### src/rtl/cpu_seq_ctrl.sv
// cpu_seq_ctrl: sequencer between a host command port and the CPU core pins.
// Host commands are buffered in a FIFO. On start they are issued to the CPU one at a time,
// each followed by a NOP. Then every readout slot is scanned and its value/sign is returned
// to the host.
// Optional feature: define SEQ_ABORT_EN to add abort_i, which flushes and returns to idle.

module cpu_seq_ctrl #(
  parameter int unsigned       DATA_W     = 8,
  parameter int unsigned       ADDR_W     = 5,
  parameter int unsigned       FIFO_DEPTH = 8,
  parameter int unsigned       VOUT_N     = 4,
  parameter int unsigned       SETTLE_CYC = 1,
  parameter logic [DATA_W-1:0] NOP_INSTR  = '0
) (
  input  logic              clk_i,
  input  logic              resetn,
  // host command port
  input  logic              cmd_valid_i,
  output logic              cmd_ready_o,
  input  logic [DATA_W-1:0] cmd_instr_i,
  input  logic [ADDR_W-1:0] cmd_addr_i,
  input  logic              cmd_dor_i,
  input  logic              start_i,
`ifdef SEQ_ABORT_EN
  input  logic              abort_i,
`endif
  // CPU core side
  output logic [DATA_W-1:0] instr_o,
  output logic [ADDR_W-1:0] address_o,
  output logic              dor_o,
  output logic [1:0]        vout_addr_o,
  input  logic [DATA_W-1:0] value_i,
  input  logic              is_pos_i,
  // host readout port
  output logic              rd_valid_o,
  output logic [1:0]        rd_idx_o,
  output logic [DATA_W-1:0] rd_data_o,
  output logic              rd_pos_o,
  output logic              busy_o,
  output logic              done_o
);

  localparam int unsigned PtrW   = $clog2(FIFO_DEPTH);
  localparam int unsigned CountW = PtrW + 1;
  localparam int unsigned CntW   = (SETTLE_CYC > 1) ? $clog2(SETTLE_CYC + 1) : 1;
  localparam int unsigned CmdW   = DATA_W + ADDR_W + 1;

  localparam logic [CntW-1:0]   SettleLoad = CntW'(SETTLE_CYC);
  localparam logic [CountW-1:0] FullCount  = CountW'(FIFO_DEPTH);
  localparam logic [1:0]        LastSlot   = 2'(VOUT_N - 1);

  typedef enum logic [2:0] {
    StIdle,
    StIssue,
    StSettle,
    StScan,
    StDone
  } state_e;

  state_e state_q, state_d;

  // Command FIFO
  logic [CmdW-1:0]   mem_q [FIFO_DEPTH];
  logic [PtrW-1:0]   wr_ptr_q, wr_ptr_d;
  logic [PtrW-1:0]   rd_ptr_q, rd_ptr_d;
  logic [CountW-1:0] count_q, count_d;
  logic              fifo_full;
  logic              fifo_empty;
  logic              push;

  // Shared settle/scan hold counter
  logic [CntW-1:0]   cnt_q, cnt_d;

  // Registered outputs
  logic [DATA_W-1:0] instr_q, instr_d;
  logic [ADDR_W-1:0] addr_q, addr_d;
  logic              dor_q, dor_d;
  logic [1:0]        vout_q, vout_d;
  logic              rd_valid_q, rd_valid_d;
  logic [1:0]        rd_idx_q, rd_idx_d;
  logic [DATA_W-1:0] rd_data_q, rd_data_d;
  logic              rd_pos_q, rd_pos_d;
  logic              done_q, done_d;

  assign fifo_full   = (count_q == FullCount);
  assign fifo_empty  = (count_q == '0);
  assign cmd_ready_o = (state_q == StIdle) && !fifo_full;
  // Pushes only happen in idle, pops only in issue, so they never coincide.
  assign push        = cmd_valid_i && cmd_ready_o;

  // FIFO storage write; contents need no reset since count gates every read
  always_ff @(posedge clk_i) begin
    if (push) begin
      mem_q[wr_ptr_q] <= {cmd_instr_i, cmd_addr_i, cmd_dor_i};
    end
  end

  // Next-state and output logic
  always_comb begin
    state_d    = state_q;
    wr_ptr_d   = wr_ptr_q;
    rd_ptr_d   = rd_ptr_q;
    count_d    = count_q;
    cnt_d      = cnt_q;
    instr_d    = instr_q;
    addr_d     = addr_q;
    dor_d      = dor_q;
    vout_d     = vout_q;
    rd_valid_d = 1'b0;
    rd_idx_d   = rd_idx_q;
    rd_data_d  = rd_data_q;
    rd_pos_d   = rd_pos_q;
    done_d     = 1'b0;

    if (push) begin
      wr_ptr_d = wr_ptr_q + PtrW'(1);
      count_d  = count_q + CountW'(1);
    end

    case (state_q)
      StIdle: begin
        if (start_i) begin
          state_d = StIssue;
        end
      end
      StIssue: begin
        cnt_d = SettleLoad;
        if (!fifo_empty) begin
          {instr_d, addr_d, dor_d} = mem_q[rd_ptr_q];
          rd_ptr_d = rd_ptr_q + PtrW'(1);
          count_d  = count_q - CountW'(1);
          state_d  = StSettle;
        end else begin
          vout_d  = 2'd0;
          state_d = StScan;
        end
      end
      StSettle: begin
        if (cnt_q == CntW'(1)) begin
          // address/dor stay put through the NOP so the core sees a clean gap
          instr_d = NOP_INSTR;
          state_d = StIssue;
        end else begin
          cnt_d = cnt_q - CntW'(1);
        end
      end
      StScan: begin
        // Slot is held SETTLE_CYC+1 cycles: cnt counts SETTLE_CYC down to 0
        if (cnt_q == '0) begin
          rd_valid_d = 1'b1;
          rd_idx_d   = vout_q;
          rd_data_d  = value_i;
          rd_pos_d   = is_pos_i;
          if (vout_q == LastSlot) begin
            state_d = StDone;
          end else begin
            vout_d = vout_q + 2'd1;
            cnt_d  = SettleLoad;
          end
        end else begin
          cnt_d = cnt_q - CntW'(1);
        end
      end
      StDone: begin
        done_d  = 1'b1;
        vout_d  = 2'd0;
        state_d = StIdle;
      end
      default: begin
        state_d = StIdle;
      end
    endcase

`ifdef SEQ_ABORT_EN
    // Abort overrides everything decided above for this cycle
    if (abort_i && (state_q != StIdle)) begin
      state_d    = StIdle;
      wr_ptr_d   = '0;
      rd_ptr_d   = '0;
      count_d    = '0;
      instr_d    = NOP_INSTR;
      vout_d     = 2'd0;
      rd_valid_d = 1'b0;
      rd_idx_d   = rd_idx_q;
      rd_data_d  = rd_data_q;
      rd_pos_d   = rd_pos_q;
      done_d     = 1'b0;
    end
`endif
  end

  // State and output registers
  always_ff @(posedge clk_i or negedge resetn) begin
    if (!resetn) begin
      state_q    <= StIdle;
      wr_ptr_q   <= '0;
      rd_ptr_q   <= '0;
      count_q    <= '0;
      cnt_q      <= '0;
      instr_q    <= NOP_INSTR;
      addr_q     <= '0;
      dor_q      <= 1'b0;
      vout_q     <= 2'd0;
      rd_valid_q <= 1'b0;
      rd_idx_q   <= 2'd0;
      rd_data_q  <= '0;
      rd_pos_q   <= 1'b0;
      done_q     <= 1'b0;
    end else begin
      state_q    <= state_d;
      wr_ptr_q   <= wr_ptr_d;
      rd_ptr_q   <= rd_ptr_d;
      count_q    <= count_d;
      cnt_q      <= cnt_d;
      instr_q    <= instr_d;
      addr_q     <= addr_d;
      dor_q      <= dor_d;
      vout_q     <= vout_d;
      rd_valid_q <= rd_valid_d;
      rd_idx_q   <= rd_idx_d;
      rd_data_q  <= rd_data_d;
      rd_pos_q   <= rd_pos_d;
      done_q     <= done_d;
    end
  end

  assign instr_o     = instr_q;
  assign address_o   = addr_q;
  assign dor_o       = dor_q;
  assign vout_addr_o = vout_q;
  assign rd_valid_o  = rd_valid_q;
  assign rd_idx_o    = rd_idx_q;
  assign rd_data_o   = rd_data_q;
  assign rd_pos_o    = rd_pos_q;
  assign busy_o      = (state_q != StIdle);
  assign done_o      = done_q;

endmodule

### config.mk
export PLATFORM = sky130hd
export DESIGN_NAME = cpu_seq_ctrl
export DESIGN_NICKNAME = d
export VERILOG_FILES = /design/src/rtl/cpu_seq_ctrl.sv
export SDC_FILE = /design/constraint.sdc
export NUM_CORES = 1
export LEC_CHECK = 0
export CORE_MARGIN = 1
export CORE_UTILIZATION = 30
export CTS_BUF_LIST = sky130_fd_sc_hd__clkbuf_4
export DETAILED_ROUTE_END_ITERATION = 10
export GPL_TIMING_DRIVEN = 0
export PLACE_DENSITY = 0.53
export RECOVER_POWER = 50
export SYNTH_ARGS = -nofsm -noshare
export SYNTH_HDL_FRONTEND = slang
export SYNTH_SLANG_ARGS = --single-unit
export TNS_END_PERCENT = 1
### constraint.sdc
create_clock -name clk_i -period 5.07 [get_ports clk_i]
set_input_delay 0.7605 -clock clk_i [delete_from_list [all_inputs] [get_ports clk_i]]
set_output_delay 0.7605 -clock clk_i [all_outputs]
set_load 0.1 [all_outputs]
==> implementation parameters <==
Parameter                              Value

Global route
  Gr ovfl total ... 0
  Total global-route track usage ... 0.133
  Initial antenna violation count ... 1
  Vias in the first global route ... between 3000 and 4000
  Pin count of the biggest net entering global routing ... 24
  Wire length of the first global-routing pass ... 20400 um

Detailed routing
  Final routed DRC violation total ... 0
  1st-pass router iterations ... 4
  Vias after detailed routing ... about 3400
  Mean number of vias per cell ... about 4.7
  Routed length per placed instance ... ~18 um
  Total wire length after detailed routing ... about 13000 um
  Initial DRC count ... approximately 230
  Post-route ant nets ... 0

Critical path
  Element type at the critical path start ... flop
  Crit Path Category ... reg2out
  Worst setup EP type ... output pin
  Peak fanout along the critical path ... 10
  Worst endpoint required time ... about 4300 ps
  Arrival time of data at the critical path endpoint ... a little under 3000 ps

STA
  Worst Max-Slew Pin Slew ... ~1500 ps
  Final hold violations ... 0
  Share of the cycle needed by the critical path after routing ... 0.721
  Tmin final ... 3660 ps
  Maximum achievable frequency ... between 200 and 300 MHz
  Worst clock skew on the final layout ... approximately 21 ps
  Setup repair after global routing missed its margin ... false
  Worst relative slew slack ... -0.00298
  Setup-failing EPs final ... 0
  Final-report max-slew violation count ... 23

Power
  Sequential share of power ... 0.377
  Switch Pwr ... 0.00188 W
  Maximum VDD drop ... 0.000186 V
  Clk pwr share ... 0.171
  Internal portion of total power ... roughly 0.0025 W
  Combinational share of power ... 0.452
  Static Leakage ... 2.65 nW
  Pwr dens ... between 500 and 600 mW/mm^2
  Switching portion of total power ... 0.431

Yosys
  Syn Nets ... slightly below 400
  Post-synthesis cell count ... about 350
  Xor/xnor share of the synthesized area ... 0.00709
  Portion of synthesized cell area occupied by the leading cell type ... 0.545
  Cell types with the largest area share after synthesis ... sky130_fd_sc_hd__edfxtp_1, sky130_fd_sc_hd__dfrtp_1, sky130_fd_sc_hd__mux4_2, sky130_fd_sc_hd__mux2_2, sky130_fd_sc_hd__mux2_4
  Simple-Gate Fraction of Synth Area ... 0.0596
  Yosys Warn Count ... 0
  Dominant cell type by area after synthesis ... sky130_fd_sc_hd__edfxtp_1
  Multiplexer area fraction after synthesis ... 0.138
  Fraction of synthesis flops using an asynchronous set or reset pin ... 0.277
  Number of distinct library cells after synthesis ... 46
  Dominant combinational cell family by area after synthesis ... multiplexers
  Register bit count reported by yosys ... 155
  Proportion of synthesized chip area in sequential cells ... 0.719
  Mean instance size in the synthesized netlist ... ~17 um^2
  Main synth FF type ... sky130_fd_sc_hd__edfxtp_1
  Adder-cell area share of the yosys netlist ... 0.0101
  Post-synth EDFFs ... 112
  Post-synthesis instance area ... about 0.006 mm^2
  Post-synthesis compound-gate area fraction ... 0.0462

Cells and area
  Post-layout util ... 0.371
  Final Non-Filler Cells ... 724
  Final Net Count ... 472
  Area growth syn-to-layout ... 21.7%
  Fraction of layout instances using a drive strength above 1 ... 0.234

Die
  Initial Util ... 0.305
  Die span in x ... approximately 150 um
  Core region area ... between 0.02 and 0.025 mm^2
  Area of the die ... 0.0212 mm^2
  Standard-cell row count ... between 50 and 60
  I/O pins ... 58
  Height of the chip ... between 100 and 150 um

Min path
  Class of the worst hold path ... in2async

Clock network
  Buffer cell driving the clock tree root ... sky130_fd_sc_hd__clkbuf_4
  Number of buffers created by CTS ... 17
  Number of buffers added for setup after CTS ... 0
  Clock tree from TritonCTS ... built
  Longest Clk Path Bufs ... 2
  Post-CTS resize count ... 0
  CTS clk-pin slew, worst paths ... 120 ps
  Sink count of the clock tree ... 155
  Clock latency on the worst-skew pair ... ~540 ps
  Post-CTS Hold Buffers ... 0
  Max H-tree Level ... 4

Flow run
  Number of violations of the max-capacitance limit ... 1

Run status
  Result of the run ... complete, but fails checks
  Violated checks ... max-capacitance violations, max-slew violations

Placement
  Gp weighted congestion ... 0.760
  Count of input and output buffers ... 57
  Placed wire-length estimate ... 8760 um
  Number of placed instances with taps included ... between 600 and 700
-- sequential cells by signal (all words and copies together) (netlist names), 3 cells and up --
signal     cells
mem_q        112
rd_data_o      8
wr_ptr_q       3
rd_ptr_q       3
state_q        3
count_q        4
address_o      5
instr_o        8
-- stage by stage --
step,hold WS (ps),setup WS [ps],total power [W],setup TNS (ps),area (um^2)
final,385,1410,0.00437,0,7510
after global routing,433,1190,0.00459,0,7510
after CTS,125,1410,0.00450,0,7580
after detailed placement,470,2060,0.00375,0,7300
after global placement,470,-23.3,0.00371,-313,7080
after floorplan,465,2180,0.00323,0,6180
-- synth_stat cells (all sizes together) (2+ instances only) --
library cell / number
a211oi: 3
a21o: 12
a21oi: 5
a22o: 2
and2: 3
buf: 15
clkbuf: 2
dfrtp: 43
edfxtp: 112
ha: 5
inv: 6
mux2: 27
mux2i: 7
mux4: 20
nand2: 17
nand2b: 4
nand3b: 2
nor2: 15
nor2b: 2
nor3: 15
nor3b: 4
o21ai: 7
o22ai: 8
xnor2: 5
-- power groups by stage --
stage / logic (W) / clock network [W] / registers [W]
after floorplan: 0.000870 / 0 / 0.00236
after global placement: 0.00204 / 0 / 0.00167
after detailed placement: 0.00207 / 0 / 0.00168
after CTS: 0.00207 / 0.000778 / 0.00165
after global routing: 0.00209 / 0.000827 / 0.00167
final: 0.00197 / 0.000747 / 0.00165
-- layer usage --
metal  global-route usage  wire length [um]  vias to the layer above
met5                    0                 0                        -
met4               0.0537               163                        0
met3               0.0364               466                       14
met2                0.224              6600                       82
met1                0.162              5850                     1738
li1                     -                 -                     1547
-- layout by cell type (no fill, tap or decap), types with 2 or more instances in the layout --
cell type,instances
sky130_fd_sc_hd__buf_6,2
sky130_fd_sc_hd__a21oi_1,5
sky130_fd_sc_hd__mux2_4,2
sky130_fd_sc_hd__mux4_2,20
sky130_fd_sc_hd__clkinvlp_4,5
sky130_fd_sc_hd__buf_1,2
sky130_fd_sc_hd__buf_2,9
sky130_fd_sc_hd__inv_1,6
sky130_fd_sc_hd__bufinv_16,2
sky130_fd_sc_hd__clkdlybuf4s50_1,42
sky130_fd_sc_hd__a21o_1,10
sky130_fd_sc_hd__buf_16,3
sky130_fd_sc_hd__buf_4,3
sky130_fd_sc_hd__mux2_2,20
sky130_fd_sc_hd__nand3b_1,2
sky130_fd_sc_hd__edfxtp_1,112
sky130_fd_sc_hd__a21o_2,2
sky130_fd_sc_hd__buf_8,3
sky130_fd_sc_hd__nand2b_1,4
sky130_fd_sc_hd__nor2b_1,2
sky130_fd_sc_hd__nand2_1,17
sky130_fd_sc_hd__xnor2_1,5
sky130_fd_sc_hd__clkbuf_4,19
sky130_fd_sc_hd__nor2_2,3
sky130_fd_sc_hd__nor3_2,4
sky130_fd_sc_hd__dfrtp_1,43
sky130_fd_sc_hd__o22ai_1,8
sky130_fd_sc_hd__nor3_1,11
sky130_fd_sc_hd__dlygate4sd3_1,14
sky130_fd_sc_hd__nor3b_1,3
sky130_fd_sc_hd__a22o_1,2
sky130_fd_sc_hd__a211oi_1,3
sky130_fd_sc_hd__inv_6,4
sky130_fd_sc_hd__mux2i_1,7
sky130_fd_sc_hd__mux2_1,5
sky130_fd_sc_hd__ha_1,5
sky130_fd_sc_hd__o21ai_0,7
sky130_fd_sc_hd__clkbuf_1,7
sky130_fd_sc_hd__nor2_1,12
-- cell families after synthesis --
family | count (synthesis)
adder cells (fa/ha/maj) | 5
buffers and inverters | 23
AO/OA/AOI/OAI | 42
AND/OR/NAND/NOR | 69
flip-flops | 155
multiplexers | 54
XOR/XNOR | 5
-- final timing paths --
check	cells after the start	slack (ps)	start	endpoint
hold / removal	1	380	resetn	done_o
setup reg to reg	5	2300	state_q[1]	mem_q[2][11]
max in group asynchronous	2	2750	resetn	count_q[3]
setup / recovery	4	1410	state_q[1]	cmd_ready_o
hold reg to reg	2	500	address_o[4]	address_o[4]
min in group clk_i	2	500	address_o[4]	address_o[4]
-- layout make-up --
cell class,instances,area (um^2)
timing repair buffer,68,733
buffer,17,78.8
clock inverter,13,141
fill,1891,12700
sequential,155,4440
inverter,6,22.5
multi-input combinational,175,1620
antenna,1,2.50
tap,270,338
clock buffer,19,143
-- worst max-delay path, cell delays in order, from the launching register on --
cell and delay, ps:
sky130_fd_sc_hd__dfrtp_1 410, sky130_fd_sc_hd__clkbuf_1 230, sky130_fd_sc_hd__nor3_1 400, sky130_fd_sc_hd__and2_1 180
sky130_fd_sc_hd__clkdlybuf4s50_1 1140
No activity file was read; power rests on OpenSTA's default activity.
